===== src/rtl/axil_reg_pkg.sv =====
// Shared constants and FSM encodings for the AXI-lite register slave.
package axil_reg_pkg;
  localparam logic [1:0] RESP_OKAY   = 2'b00;
  localparam logic [1:0] RESP_SLVERR = 2'b10;

  typedef enum logic [1:0] {W_IDLE, W_COMMIT, W_RESP} wr_state_t;
  typedef enum logic [1:0] {R_IDLE, R_WAIT, R_RESP} rd_state_t;
endpackage


===== src/rtl/axil_reg_slave.sv =====
// AXI-lite register bank: independent write/read FSMs, byte strobes,
// read-only registers fed from reg_in, programmable read latency.
module axil_reg_slave
  import axil_reg_pkg::*;
#(
  parameter int DATA_WIDTH   = 32,
  parameter int ADDR_WIDTH   = 16,
  parameter int STRB_WIDTH   = DATA_WIDTH / 8,
  parameter int NUM_REGS     = 16,
  parameter logic [NUM_REGS-1:0] RO_MASK = '0,
  parameter int READ_LATENCY = 1
) (
  input  logic                           clk,
  input  logic                           rst_n,
  input  logic [ADDR_WIDTH-1:0]          s_axil_awaddr,
  input  logic [2:0]                     s_axil_awprot,
  input  logic                           s_axil_awvalid,
  output logic                           s_axil_awready,
  input  logic [DATA_WIDTH-1:0]          s_axil_wdata,
  input  logic [STRB_WIDTH-1:0]          s_axil_wstrb,
  input  logic                           s_axil_wvalid,
  output logic                           s_axil_wready,
  output logic [1:0]                     s_axil_bresp,
  output logic                           s_axil_bvalid,
  input  logic                           s_axil_bready,
  input  logic [ADDR_WIDTH-1:0]          s_axil_araddr,
  input  logic [2:0]                     s_axil_arprot,
  input  logic                           s_axil_arvalid,
  output logic                           s_axil_arready,
  output logic [DATA_WIDTH-1:0]          s_axil_rdata,
  output logic [1:0]                     s_axil_rresp,
  output logic                           s_axil_rvalid,
  input  logic                           s_axil_rready,
  output logic [NUM_REGS*DATA_WIDTH-1:0] reg_out,
  input  logic [NUM_REGS*DATA_WIDTH-1:0] reg_in,
  output logic [NUM_REGS-1:0]            wr_pulse
);
  localparam int LSB   = $clog2(STRB_WIDTH);
  localparam int IDX_W = ADDR_WIDTH - LSB;
  localparam int CNT_W = 3;
  localparam logic [IDX_W:0] NREG = (IDX_W+1)'(NUM_REGS);

  if (NUM_REGS < 1 || NUM_REGS > 256 || READ_LATENCY < 1 || READ_LATENCY > 8 ||
      (DATA_WIDTH % 8) != 0) begin : g_param_chk
    $error("axil_reg_slave: illegal parameter set");
  end

  logic w_unused;
  assign w_unused = ^{s_axil_awprot, s_axil_arprot, s_axil_awaddr[LSB-1:0], s_axil_araddr[LSB-1:0]};

  // ---------------- write path ----------------
  wr_state_t r_wstate, w_wnext;
  logic                                 r_aw_done, r_w_done;
  logic [IDX_W-1:0]                     r_widx;
  logic [DATA_WIDTH-1:0]                r_wdata;
  logic [STRB_WIDTH-1:0]                r_wstrb;
  logic [1:0]                           r_bresp;
  logic [NUM_REGS-1:0]                  r_wr_pulse;
  logic [NUM_REGS-1:0][DATA_WIDTH-1:0]  r_regs;
  logic w_aw_hs, w_w_hs, w_commit;

  assign w_aw_hs  = s_axil_awvalid & s_axil_awready;
  assign w_w_hs   = s_axil_wvalid & s_axil_wready;
  // The write lands on the edge that moves IDLE -> COMMIT, so wr_pulse is
  // visible during COMMIT and bvalid follows one cycle later.
  assign w_commit = (r_wstate == W_IDLE) & r_aw_done & r_w_done;

  always_ff @(posedge clk or negedge rst_n)
    if (!rst_n) r_wstate <= W_IDLE;
    else        r_wstate <= w_wnext;

  always_comb begin
    w_wnext = r_wstate;
    case (r_wstate)
      W_IDLE:   if (r_aw_done && r_w_done) w_wnext = W_COMMIT;
      W_COMMIT: w_wnext = W_RESP;
      W_RESP:   if (s_axil_bready) w_wnext = W_IDLE;
      default:  w_wnext = W_IDLE;
    endcase
  end

  always_comb begin
    s_axil_awready = 1'b0;
    s_axil_wready  = 1'b0;
    s_axil_bvalid  = 1'b0;
    case (r_wstate)
      W_IDLE: begin
        s_axil_awready = !r_aw_done;
        s_axil_wready  = !r_w_done;
      end
      W_RESP:  s_axil_bvalid = 1'b1;
      default: ;
    endcase
  end

  always_ff @(posedge clk or negedge rst_n)
    if (!rst_n) begin
      r_aw_done <= 1'b0;
      r_w_done  <= 1'b0;
      r_widx    <= '0;
      r_wdata   <= '0;
      r_wstrb   <= '0;
    end else begin
      if (w_aw_hs) begin
        r_aw_done <= 1'b1;
        r_widx    <= s_axil_awaddr[ADDR_WIDTH-1:LSB];
      end
      if (w_w_hs) begin
        r_w_done <= 1'b1;
        r_wdata  <= s_axil_wdata;
        r_wstrb  <= s_axil_wstrb;
      end
      if (w_commit) begin
        r_aw_done <= 1'b0;
        r_w_done  <= 1'b0;
      end
    end

  always_ff @(posedge clk or negedge rst_n)
    if (!rst_n) begin
      r_regs     <= '0;
      r_wr_pulse <= '0;
      r_bresp    <= RESP_OKAY;
    end else begin
      r_wr_pulse <= '0;
      if (w_commit) begin
        r_bresp <= ({1'b0, r_widx} < NREG) ? RESP_OKAY : RESP_SLVERR;
        for (int i = 0; i < NUM_REGS; i++)
          if (r_widx == IDX_W'(i) && !RO_MASK[i]) begin
            r_wr_pulse[i] <= |r_wstrb;
            for (int b = 0; b < STRB_WIDTH; b++)
              if (r_wstrb[b]) r_regs[i][b*8 +: 8] <= r_wdata[b*8 +: 8];
          end
      end
    end

  assign s_axil_bresp = r_bresp;
  assign reg_out      = r_regs;
  assign wr_pulse     = r_wr_pulse;

  // ---------------- read path ----------------
  rd_state_t r_rstate, w_rnext;
  logic [CNT_W-1:0]      r_cnt;
  logic [IDX_W-1:0]      r_ridx, w_ridx;
  logic [DATA_WIDTH-1:0] r_rdata, w_rd_val;
  logic [1:0]            r_rresp;
  logic w_ar_hs, w_capture;

  assign w_ar_hs   = s_axil_arvalid & s_axil_arready;
  // With latency 1 the capture edge is the AR edge itself, so use the live address.
  assign w_ridx    = (r_rstate == R_IDLE) ? s_axil_araddr[ADDR_WIDTH-1:LSB] : r_ridx;
  assign w_capture = (w_rnext == R_RESP) && (r_rstate != R_RESP);

  always_ff @(posedge clk or negedge rst_n)
    if (!rst_n) r_rstate <= R_IDLE;
    else        r_rstate <= w_rnext;

  always_comb begin
    w_rnext = r_rstate;
    case (r_rstate)
      R_IDLE:  if (w_ar_hs) w_rnext = (READ_LATENCY == 1) ? R_RESP : R_WAIT;
      R_WAIT:  if (r_cnt == '0) w_rnext = R_RESP;
      R_RESP:  if (s_axil_rready) w_rnext = R_IDLE;
      default: w_rnext = R_IDLE;
    endcase
  end

  always_comb begin
    s_axil_arready = (r_rstate == R_IDLE);
    s_axil_rvalid  = (r_rstate == R_RESP);
  end

  always_comb begin
    w_rd_val = '0;
    for (int i = 0; i < NUM_REGS; i++)
      if (w_ridx == IDX_W'(i))
        w_rd_val = RO_MASK[i] ? reg_in[i*DATA_WIDTH +: DATA_WIDTH] : r_regs[i];
  end

  always_ff @(posedge clk or negedge rst_n)
    if (!rst_n) begin
      r_cnt   <= '0;
      r_ridx  <= '0;
      r_rdata <= '0;
      r_rresp <= RESP_OKAY;
    end else begin
      if (w_ar_hs) begin
        r_ridx <= s_axil_araddr[ADDR_WIDTH-1:LSB];
        r_cnt  <= CNT_W'(READ_LATENCY - 1);
      end else if (r_rstate == R_WAIT && r_cnt != '0) begin
        r_cnt <= r_cnt - 1'b1;
      end
      if (w_capture) begin
        r_rdata <= w_rd_val;
        r_rresp <= ({1'b0, w_ridx} < NREG) ? RESP_OKAY : RESP_SLVERR;
      end
    end

  assign s_axil_rdata = r_rdata;
  assign s_axil_rresp = r_rresp;
endmodule

===== config.mk =====
export PLATFORM = sky130hd
export DESIGN_NAME = axil_reg_slave
export DESIGN_NICKNAME = d
export VERILOG_FILES = /design/src/rtl/axil_reg_pkg.sv /design/src/rtl/axil_reg_slave.sv
export SDC_FILE = /design/constraint.sdc
export NUM_CORES = 1
export LEC_CHECK = 0
export CAP_MARGIN = 20
export CORE_AREA = 8 8 442 444
export CTS_CLUSTER_SIZE = 40
export DETAILED_ROUTE_END_ITERATION = 16
export DIE_AREA = 0 0 450 452
export PLACE_DENSITY = 0.37
export SETUP_SLACK_MARGIN = 0.2
export SLEW_MARGIN = 20
export SYNTH_ARGS = -nofsm -noshare
export SYNTH_HDL_FRONTEND = slang
export SYNTH_SLANG_ARGS = --single-unit
export TNS_END_PERCENT = 5

===== constraint.sdc =====
create_clock -name clk -period 3.3 [get_ports clk]
set_input_delay 0.33 -clock clk [delete_from_list [all_inputs] [get_ports clk]]
set_output_delay 0.33 -clock clk [all_outputs]
set_load 0.02 [all_outputs]

==> reports/qor.yml <==
cts.clk_slew.worst_paths_ns: 0.06
grt_setup_unrepaired: "true"
met1_length_um: 85200
yosysTopAreaCellShare: 0.556
final-setup-viol-count: 0
worstHoldStart: "s_axil_wdata[6]"
route.met2.wl_um: 82900
met3_length_um: 18400
yosysWarnings: 0
final.min_clock_period_ns: 3.11
finalInstanceArea_mm2: 0.0441
antenna_found_initial: 39
clock-root-buffer: "clkbuf_16"
ys.flop_type: "dfrtp_1"
cp.required_ns: 3.87
timing.rr.start: "r_widx[13]"
ios: 1162
timing.rr.end: "reg_out[313]"
wl_per_cell_um: 33.9
detailed_place_hpwl_um: 152000
synthesis.area_mm2: 0.0286
outcome: "finished clean"
synth_largest_area_cell: "dfrtp_1"
coreArea_mm2: 0.189
globalRouteOverflowTotal: 0
ant_nets: 0
grt_max_degree: 73
crit_type: "register to register"
path_max_fanout: 8
clock_path_buffers: 3
via_count: 24052
synth_area_leaders: "dfrtp_1 (56%), mux2_2 (22%), a221oi_1 (1.4%), a21oi_1 (1.2%), o22ai_1 (1.1%)"
clock_latency_ns: 0.71
slowest_stage: "or4_1"
drive_gt1_frac: 0.379
wl_um: 192000
cp.arrival_ns: 3.68
gp_congestion: 0.824
fin_cells: 5666
h-tree-depth: 3
grt_usage: 0.182
relSlewSlack: 0.196
yosysSeqAreaShare: 0.556
die_x_um: 450
hold_viol_final: 0
cp_top_family: "simple AND/OR/NAND/NOR gates"
die-area_mm2: 0.203
fin_crit_sh: 0.944
r2r_slack_ns: 0.19
cts.sinks: 635
via_per_inst: 4.24
async_flop_share: 1.00
grt_pass1_wl_um: 251000
final_util: 0.234
routed.top_layer: "met5"
endpoint_kind: "register"
finClkSkew_ns: 0.0425
hold_end: "r_wdata[6]"
power.leakage_nw: 19.1
timing.setup.tns_ns: 0
ys_ff_latch: 635
drv_slew: 0
p_per_area_mw_per_mm2: 511
cts-buffers-inserted: 85
tightest_slew_ns: 1.21
placed_cells: 5480
drtIter0Drc: 1894
die_h_um: 452
grt_pass1_vias: 24605
synth.avg_cell_area_um2: 13.3
synthCells: 2149
cts_tree: "built"
crit_path_frequent_cell: "buf_4"
dr.pass1.iters: 8
max_cap_violations: 0
nets: 3666
synth_edf_count: 0
synth_cell_types: 94
max_clock_freq_ghz: 0.321
cp-start-kind: "register"
peakVddDrop_mv: 0.382
holdCritPathClass: "input pin to register"
initial_core_util: 0.152
area_growth_pct: 54.3
crit_chain: "or4_1 -> nor4_4 -> buf_4 -> nand3b_2 -> nor3b_2 -> buf_4 -> nand2_2 -> mux2_2"
io_buffer_count: 637
placementRows: 160
place_area_mm2: 0.0409
drc: 0
hold-path-cell-count: 2
slowest_delay_ns: 0.59
critPathBufInv: 2
r2r_cells: 8
==> synthesized netlist by cell type, drive strengths merged (9+ instances only) <==
master    n
dfrtp   635
mux2    585
nor2     96
clkbuf   87
nand2    83
a21oi    74
o21ai    69
buf      53
o22ai    52
a221oi   47
a22oi    35
nand3    32
a222oi   28
o221ai   21
and3     20
o211ai   19
a21o     18
nor3     17
o221a    17
a22o     14
and2     11
nor2b    11
o22a     11
a211oi    9
==> how the worst max path moves through the flow <==
stage	start	endpoint	slack, ns	cells after the start
after floorplan	r_rstate[1]	s_axil_rdata[11]	0.69	9
after global placement	s_axil_araddr[9]	s_axil_rdata[1]	-0.34	11
after detailed placement	s_axil_araddr[8]	s_axil_rdata[1]	-0.35	12
after CTS	r_widx[13]	reg_out[415]	0.08	6
after global routing	r_widx[13]	reg_out[381]	0.06	8
final	r_widx[13]	reg_out[313]	0.19	8
==> report_power, final <==
| part | internal, W | leakage (nW) | switching [W] |
|---|---|---|---|
| sequential | 0.00820 | 8.69 | 0.00184 |
| clock | 0.00590 | 1.43 | 0.00398 |
| combinational | 0.00107 | 8.93 | 0.00157 |
==> placed cells by master, fill, tap and decap left out, drive strengths merged, types with 21 or more instances in the layout <==
cell,n
o21ai,69
o221ai,21
o22ai,52
mux2,585
a221oi,47
nor2,96
a222oi,28
clkdlybuf4s50,636
a22oi,35
clkbuf,132
nand2,83
nand3,32
a21oi,74
buf,337
dfrtp,635
==> area by class of cell <==
type | instances | area [µm²]
Antenna cell | 14 | 35.0
Clock buffer | 132 | 2510
Clock inverter | 25 | 413
Fill cell | 20236 | 144000
Inverter | 7 | 31.3
Multi-Input combinational cell | 1368 | 12200
Sequential cell | 635 | 15900
Tap cell | 2511 | 3140
Timing Repair Buffer | 974 | 9860
==> logic make-up after synthesis <==
| family | synth area share |
|---|---|
| compound gates | 0.123 |
| fa+ha+maj | 0.000875 |
| buf+inv | 0.0249 |
| flops | 0.556 |
| mux | 0.231 |
| other cells | 0.000131 |
| simple gates | 0.0648 |
==> metal layers <==
metal,up-vias,track usage
li1,10098,-
met1,12777,0.241
met2,985,0.275
met3,186,0.0722
met4,6,0.0470
met5,-,0
==> flip-flops by register name, indices dropped and copies added, names as in the netlist <==
| register | flops |
|---|---|
| r_rstate | 2 |
| s_axil_rresp | 1 |
| r_wstate | 2 |
| r_aw_done | 1 |
| s_axil_bresp | 1 |
| r_wdata | 32 |
| r_widx | 14 |
| r_ridx | 14 |
| r_w_done | 1 |
| s_axil_rdata | 32 |
| r_cnt | 3 |
| wr_pulse | 16 |
| r_wstrb | 4 |
| reg_out | 512 |
==> stage by stage <==
step                power, W  hold slack (ns)  setup slack [ns]
finish                0.0225            0.239             0.186
global route          0.0234            0.193            0.0550
CTS                   0.0229            0.170            0.0773
detailed placement    0.0128            0.396            -0.353
global placement      0.0128            0.397            -0.341
floorplan             0.0104           0.0344             0.690
==> timing repair <==
| item | 4_1_cts | 5_1_grt |
|---|---|---|
| pin swaps | 7 | 2 |
| gates resized for setup | 15 | 11 |
| setup buffers | 11 | 3 |
| hold buffers | 1 | 0 |
| setup endpoints to repair | 125 | 173 |
| hold endpoints to repair | 40 | 0 |
(Power assumes the default switching activity.)
